File: src/rtl/load_store_sequencer.sv
// load_store_sequencer: sequences core loads/stores onto a word-wide req/gnt/rvalid memory port
module load_store_sequencer #(
    parameter bit          SPLIT_EN    = 1'b1,
    parameter int unsigned TIMEOUT_CYC = 256
) (
    input  logic        clk_i,
    input  logic        reset_i,
    input  logic        core_req_valid_i,
    output logic        core_req_ready_o,
    input  logic        core_we_i,
    input  logic [2:0]  core_funct3_i,
    input  logic [31:0] core_addr_i,
    input  logic [31:0] core_wdata_i,
    output logic        core_rsp_valid_o,
    output logic        core_rsp_err_o,
    output logic [31:0] core_rdata_o,
    output logic        mem_req_o,
    output logic        mem_we_o,
    output logic [31:0] mem_addr_o,
    output logic [3:0]  mem_be_o,
    output logic [31:0] mem_wdata_o,
    input  logic        mem_gnt_i,
    input  logic        mem_rvalid_i,
    input  logic [31:0] mem_rdata_i
);
    typedef enum logic [2:0] {IDLE, ISSUE0, WAIT0, ISSUE1, WAIT1, RESP} state_e;

    function automatic logic [2:0] size_of(input logic [2:0] f3);
        return f3[1] ? 3'd4 : f3[0] ? 3'd2 : 3'd1;
    endfunction

    function automatic logic crosses(input logic [2:0] f3, input logic [1:0] off);
        return ({1'b0, off} + size_of(f3)) > 3'd4;
    endfunction

    state_e      state_q, state_d;
    logic        we_q, we_d, err_q, err_d;
    logic [2:0]  f3_q, f3_d;
    logic [31:0] addr_q, addr_d, wdata_q, wdata_d, beat0_q, beat0_d, rdata_q, rdata_d;
    logic [31:0] tmo_q, tmo_d;
    logic        in_illegal, split_q, timed_out;
    logic [4:0]  sh;
    logic [7:0]  lanes_q;
    logic [31:0] word_addr, rot_wdata, hi, lo, ld_w, ld_ext;

    assign in_illegal = core_funct3_i[1:0] == 2'b11 || (core_funct3_i[2] && (core_we_i || core_funct3_i[1]));
    assign split_q    = crosses(f3_q, addr_q[1:0]);
    assign lanes_q    = {4'b0, f3_q[1] ? 4'hF : f3_q[0] ? 4'h3 : 4'h1} << addr_q[1:0];
    assign sh         = {addr_q[1:0], 3'b000};
    assign word_addr  = {addr_q[31:2], 2'b00};
    assign rot_wdata  = 32'({wdata_q, wdata_q} >> (6'd32 - {1'b0, sh}));
    assign hi         = state_q == WAIT1 ? mem_rdata_i : '0;
    assign lo         = state_q == WAIT1 ? beat0_q : mem_rdata_i;
    assign ld_w       = 32'({hi, lo} >> sh);
    assign ld_ext     = f3_q[1] ? ld_w :
                        f3_q[0] ? {{16{~f3_q[2] & ld_w[15]}}, ld_w[15:0]} :
                                  {{24{~f3_q[2] & ld_w[7]}}, ld_w[7:0]};
    assign timed_out  = TIMEOUT_CYC != 0 && tmo_q == TIMEOUT_CYC - 1;

    assign core_req_ready_o = state_q == IDLE;
    assign core_rsp_valid_o = state_q == RESP;
    assign core_rsp_err_o   = core_rsp_valid_o & err_q;
    assign core_rdata_o     = core_rsp_valid_o ? rdata_q : '0;

    // State and transaction registers; reset aborts any transaction in flight
    always_ff @(posedge clk_i) begin
        if (reset_i) begin
            state_q <= IDLE;
            we_q    <= 1'b0;
            f3_q    <= '0;
            addr_q  <= '0;
            wdata_q <= '0;
            beat0_q <= '0;
            tmo_q   <= '0;
            err_q   <= 1'b0;
            rdata_q <= '0;
        end else begin
            state_q <= state_d;
            we_q    <= we_d;
            f3_q    <= f3_d;
            addr_q  <= addr_d;
            wdata_q <= wdata_d;
            beat0_q <= beat0_d;
            tmo_q   <= tmo_d;
            err_q   <= err_d;
            rdata_q <= rdata_d;
        end
    end

    // Next-state, memory beat generation, load assembly and timeout handling
    always_comb begin
        state_d     = state_q;
        we_d        = we_q;
        f3_d        = f3_q;
        addr_d      = addr_q;
        wdata_d     = wdata_q;
        beat0_d     = beat0_q;
        tmo_d       = tmo_q;
        err_d       = err_q;
        rdata_d     = rdata_q;
        mem_req_o   = 1'b0;
        mem_we_o    = 1'b0;
        mem_addr_o  = '0;
        mem_be_o    = '0;
        mem_wdata_o = '0;
        case (state_q)
            IDLE: if (core_req_valid_i) begin
                we_d    = core_we_i;
                f3_d    = core_funct3_i;
                addr_d  = core_addr_i;
                wdata_d = core_wdata_i;
                err_d   = in_illegal || (!SPLIT_EN && crosses(core_funct3_i, core_addr_i[1:0]));
                rdata_d = '0;
                state_d = err_d ? RESP : ISSUE0;
            end
            ISSUE0, ISSUE1: begin
                mem_req_o   = 1'b1;
                mem_we_o    = we_q;
                mem_addr_o  = state_q == ISSUE1 ? word_addr + 32'd4 : word_addr;
                mem_be_o    = state_q == ISSUE1 ? lanes_q[7:4] : lanes_q[3:0];
                mem_wdata_o = rot_wdata;
                if (mem_gnt_i) begin
                    tmo_d   = '0;
                    state_d = state_q == ISSUE1 ? WAIT1 : WAIT0;
                end
            end
            WAIT0, WAIT1: if (mem_rvalid_i) begin
                beat0_d = state_q == WAIT0 ? mem_rdata_i : beat0_q;
                rdata_d = we_q ? '0 : ld_ext;
                state_d = state_q == WAIT0 && split_q ? ISSUE1 : RESP;
            end else if (timed_out) begin
                err_d   = 1'b1;
                rdata_d = '0;
                state_d = RESP;
            end else begin
                tmo_d = tmo_q + 32'd1;
            end
            RESP:    state_d = IDLE;
            default: state_d = IDLE;
        endcase
    end
endmodule
File: config.mk
export PLATFORM = sky130hd
export DESIGN_NAME = load_store_sequencer
export DESIGN_NICKNAME = d
export VERILOG_FILES = /design/src/rtl/load_store_sequencer.sv
export SDC_FILE = /design/constraint.sdc
export NUM_CORES = 1
export LEC_CHECK = 0
export CAP_MARGIN = 10
export CORE_MARGIN = 2
export CORE_UTILIZATION = 56
export DETAILED_ROUTE_END_ITERATION = 10
export PLACE_DENSITY = 0.89
export SLEW_MARGIN = 0
export SYNTH_ARGS = -nofsm -noshare
export SYNTH_HDL_FRONTEND = slang
export SYNTH_SLANG_ARGS = --single-unit
File: constraint.sdc
create_clock -name clk_i -period 4.85 [get_ports clk_i]
set_input_delay 0.7275 -clock clk_i [delete_from_list [all_inputs] [get_ports clk_i]]
set_output_delay 0.7275 -clock clk_i [all_outputs]
set_load 0.02 [all_outputs]
**Word level (Yosys, flattened, before mapping)**

Cells that the tools add are included.

- Input bits: 105
- Flip-flop bits (word level): 168
- Word-level logic and storage cells: 86

- Bitwise logic cells: 4
- Shifts and indexed selects: 3
- $add $sub $neg: 4
- Reduce and logical (&&, ||, !) cells: 15
- Mux-type cells: 37
- Order comparisons: 1
- Equal/unequal tests: 13

Operator list:

| kind | number |
|---|---|
| two-way mux 32 bit | 15 |
| case mux 32 bit (2 select lines) | 2 |
| right shift 64 x 5 -> 32 bit | 1 |
| right shift 64 x 6 -> 32 bit | 1 |
| adder 32 x 1 -> 32 bit, second input constant | 1 |
| adder 32 x 3 -> 32 bit, second input constant | 1 |
| equality test 32 x 8 -> 1 bit, second input constant | 1 |
| two-way mux 3 bit | 8 |
| two-way mux 4 bit | 3 |
| inequality test 2 bit, second input constant | 5 |
| case mux 3 bit (3 select lines) | 1 |
| AND reduction 3 bit | 3 |
| AND reduction 4 bit | 2 |
| left shift 4 x 2 -> 8 bit | 1 |
| equality test 3 x 2 -> 1 bit, second input constant | 2 |
| equality test 3 bit, second input constant | 2 |
| subtractor 6 x 5 -> 6 bit, first input constant | 1 |
| two-way mux 1 bit | 5 |
| two-way mux 2 bit | 2 |
| nonzero test 2 bit | 2 |
| OR reduction 2 bit | 2 |
| adder 2 x 3 -> 3 bit | 1 |
| AND 1 bit | 3 |
| equality test 3 x 1 -> 1 bit, second input constant | 1 |
| 9 further kinds | 11 |

**Logic depth before layout (Yosys ltp)**

Gate-level depths: netlist (run 1).

- Depth in word-level cells: 9
- Gate-level depth with buffers: 10
- Depth with buffers taken out: 9

**Worst setup path before layout (run 1)**

No wires, ideal clock.

- Kind: reg-to-output
- Start point: register addr_q[1]
- End point: output mem_wdata_o[12]
- Stages on the path, launching flop included: 8
- Setup slack: 1.818 ns
- Data arrival time: 2.304 ns
- Cell sequence: dfxtp_1 > inv_1 > clkbuf_1 > ha_1 > clkbuf_1 > clkbuf_1 > clkbuf_1 > a211oi_1

- Longest elaborated chain between the ends: 3

Ends and longest elaborated chain:

| element | line | source |
|---|---|---|
| from (decl) | 39 | `logic [31:0] addr_q, addr_d, wdata_q, wdata_d, beat0_q, beat0_d, rdata_q, rdata_d;` |
| from (signal assigned) | 81 | `addr_q <= addr_d;` |
| subtractor 6 x 5 -> 6 bit | 51 | `assign rot_wdata = 32'({wdata_q, wdata_q} >> (6'd32 - {1'b0, sh}));` |
| right shift 64 x 6 -> 32 bit | 51 |  |
| two-way mux 32 bit | 106 | `case (state_q)` |
| to (decl) | 21 | `output logic [31:0] mem_wdata_o,` |

Every way passes these cells.

**Worst setup path after layout (run 1)**

- Start point: register state_q[2]
- End point: output mem_addr_o[28]

- Longest elaborated chain between the ends: 3
- Elaborated cells between the ends (all ways): 5
- Those cells by class: 2 x eq/ne; 2 x mux; 1 x reduce/logical

Ends and longest elaborated chain:

| element | line | source |
|---|---|---|
| from (decl) | 36 | `state_e state_q, state_d;` |
| from (signal assigned) | 78 | `state_q <= state_d;` |
| equality test 3 x 2 -> 1 bit / equality test 3 x 1 -> 1 bit (equally long branches) | 106, 119 |  |
| two-way mux 32 bit / OR reduction 2 bit (equally long branches) | 119, 106 |  |
| two-way mux 32 bit * | 106 |  |
| to (decl) | 19 | `output logic [31:0] mem_addr_o,` |

Every way passes the cells marked *; elsewhere a longest branch is shown, timed or not.

==> results of run 1 <==
[layer usage]
layer  GRT usage [%]  vias up  share of wire, %
met1            39.9     4966                40
met2            51.3      568                47
li1                -     4978                 -
met3            5.87      113               8.2
met4            16.8        2               4.9
met5               0        -             0.042
[kinds of logic (layout without fill, tap and decap cells)]
group                      Yosys count  count (layout)
AOI/OAI and AO/OA                  298             298
xor gates and xnor gates            27              27
adders and majority gates            5               5
buffers and inverters              163             309
DFF                                168             168
muxes                              107             107
other                                1               3
and+or+nand+nor                    558             558
[layout make-up]
type                    count  area [µm²]  share of cell area (%)
repair buffers            225        2200                    17.1
inverters                  52         195                    1.52
flip-flops and latches    168        3370                    26.2
clock inverters            15         188                    1.46
well taps                 229         287                    2.23
diodes                      1        2.50                  0.0194
clock buffers              17         425                    3.31
multi-input cells         997        6200                    48.2
[worst reg2reg max path, stage by stage, from the launching register on]
cell	delay, ns
dfxtp_4	0.35
buf_4	0.60
buf_4	0.66
mux2_2	0.42
mux2i_1	0.25
nor3b_1	0.27
a221o_1	0.71
o32ai_1	0.19
[worst paths after layout]
check	cells after the start	start	slack (ns)	endpoint
worst min-delay path	2	beat0_q[2]	0.46	beat0_q[2]
worst max-delay path	7	state_q[2]	0.52	mem_addr_o[28]
worst min register to register	2	beat0_q[2]	0.46	beat0_q[2]
worst max register to register	7	addr_q[0]	1.24	rdata_q[24]
[flip-flops by register name, summed over array words and instances (netlist names)]
name,cells
beat0_q,32
wdata_q,32
we_q,1
rdata_q,32
state_q,3
err_q,1
addr_q,32
f3_q,3
tmo_q,32
[power groups by stage]
| stage | logic (mW) | clock network (mW) | registers, mW |
|---|---|---|---|
| 5_1_grt | 1.30 | 1.49 | 1.61 |
| 2_1_floorplan | 0.842 | 0 | 1.58 |
| 6_report | 1.20 | 1.44 | 1.60 |
| 4_1_cts | 1.19 | 1.44 | 1.59 |
| 3_5_place_dp | 1.18 | 0 | 1.62 |
| 3_3_place_gp | 1.16 | 0 | 1.62 |
[synthesized netlist by cell type (7+ instances only)]
cell	count
nand2_1	275
dfxtp_1	168
a21oi_1	145
clkbuf_1	75
mux2i_1	72
nor2_1	71
inv_1	48
nor4_1	48
nand3_1	46
o21ai_0	42
or3_1	23
xnor2_1	23
and2_1	20
buf_2	20
mux2_2	20
o22a_1	16
mux4_2	15
nand4_1	15
nor2b_1	14
nor3_1	13
buf_1	10
o32ai_2	10
o211ai_1	9
o2111ai_1	8
and4_1	7
nand2b_1	7
o211a_1	7
o31ai_1	7
[metrics by stage]
| step | hold slack, ns | setup slack, ns | cell area (µm²) |
|---|---|---|---|
| final | 0.457 | 0.518 | 12900 |
| after floorplan | 0.436 | 1.82 | 10200 |
| after detailed placement | 0.447 | 1.01 | 12300 |
| after CTS | 0.455 | 0.545 | 12900 |
| after global placement | 0.442 | 1.13 | 12300 |
| after global routing | 0.472 | 0.282 | 12900 |
==> metrics.cfg, run 1 <==
[logic_synthesis]
synth-compound-area-share_pct=19.4
synth_top_family_by_area=simple AND/OR/NAND/NOR gates
yosysWarnings=0
ys_seq_area_share_pct=33.0
yosysUniqueCellTypes=68
synth_xor_area_share_pct=2.32
ys_top_cells_by_area=dfxtp_1 33%, nand2_1 10%, a21oi_1 7.1%
netlist_instances=1327
synth_flop_cell=dfxtp_1
synthAdderAreaFrac_pct=0.687
syn_avg_cell_area_um2=7.69
synthMuxAreaShare_pct=12.6
yosys.area.top_type=dfxtp_1
synthesis.area_um2=10200
synth_top_area_share_pct=33.0
synth_enable_flop_cells=0
synth-simple-area-share_pct=25.4
synthArstFlopShare_pct=0
ys_ff_latch=168

[placement]
port_buffers=207
placed_cells=1671
place_congestion=0.977
dp_hpwl_mm=21.3

[clock_network]
clock_latency_ns=0.43
cts_setup_buffers=0
cts_tree=done
cts_buffers=17
postCtsHoldBufs=0
clkSlewWorstSetupHoldPaths_ns=0.06
cts_buffer_depth=2
cts.sinks=168
htreeDepth=4
cts_resized=0
root_buffer=clkbuf_16

[outcome]
status=completed

[timing]
finalCritPeriodShare_pct=89.3
relSlewSlack_pct=20.5
fin_skew_ns=0.0113
hold_viol_final=0
grt_setup_unrepaired=false
worstMarginPinSlew_ns=1.19
timing.fmax_mhz=231
tns_ns=0
fin_crit_ns=4.33
slew_violations=0
setup_viol=0

[pwr]
seq_power_share_pct=37.7
p_int_mw=2.79
power_switching_mw=1.45
clkPwrFrac_pct=33.9
p_total_mw=4.24
powerDensity_nw_per_um2=329
pwr-share-comb_pct=28.4
leakage_nw=4.27
ir_drop_uv=298
swShare_pct=34.2

[die]
start_util_pct=57.0
ioPinCount=210
row_count=49
coreArea_um2=17900
die_y_um=139
die_w_um=139
die-area_um2=19300

[global_routing]
antenna_found_initial=2
grtUsageTotal_pct=31.5
overflow=0
grt_pass1_wl_mm=50.3
grt_max_degree=69
grt_pass1_vias=9917

[critical_path]
crit_path_cell_trace=nand2b_2 -> inv_2 -> nand4_1 -> nor3_1 -> nand4_1 -> mux2i_1 -> clkdlybuf4s50_1
path_class=reg -> out
max_stage_delay_ns=0.62
critical_path_buf_inv_count=2
crit_path_end_kind=primary output
cp.required_ns=4.12
critPathSlowestCell=clkdlybuf4s50_1
cpLargestDelayFamily=simple AND/OR/NAND/NOR gates
critPathLaunchType=flop
critPathArrivalTime_ns=3.60
cp_max_fo=27
crit_top_cell=nand4_1

[hold_path]
hp-class=reg -> reg

[routing]
drt_wl_total_mm=31.2
vias=10600
ant_nets=0
routed_via_density=6.24
first_pass_iters=6
drt-initial-drc-count=1145
wl_per_cell_um=18.3
drc=0

[finish]
utilization_pct=71.9
final_common_cell=nand2_1
drive_gt1_share_pct=7.67
nNetsFinal=1571
area_delta_synth_final_pct=26.1
nFillCells=1366
layout_common_cells=274 x nand2_1, 206 x clkdlybuf4s50_1, 166 x dfxtp_1
fin_cells=1704

[run]
maxCapViolations=0

(Power assumes the default switching activity.)
==> run 2, diff against run 1 <==
CTS_CLUSTER_DIAMETER = 100   (was unset)
==> results of run 2 <==
No change in the layout: final DEF, timing and power equal those of run 1.
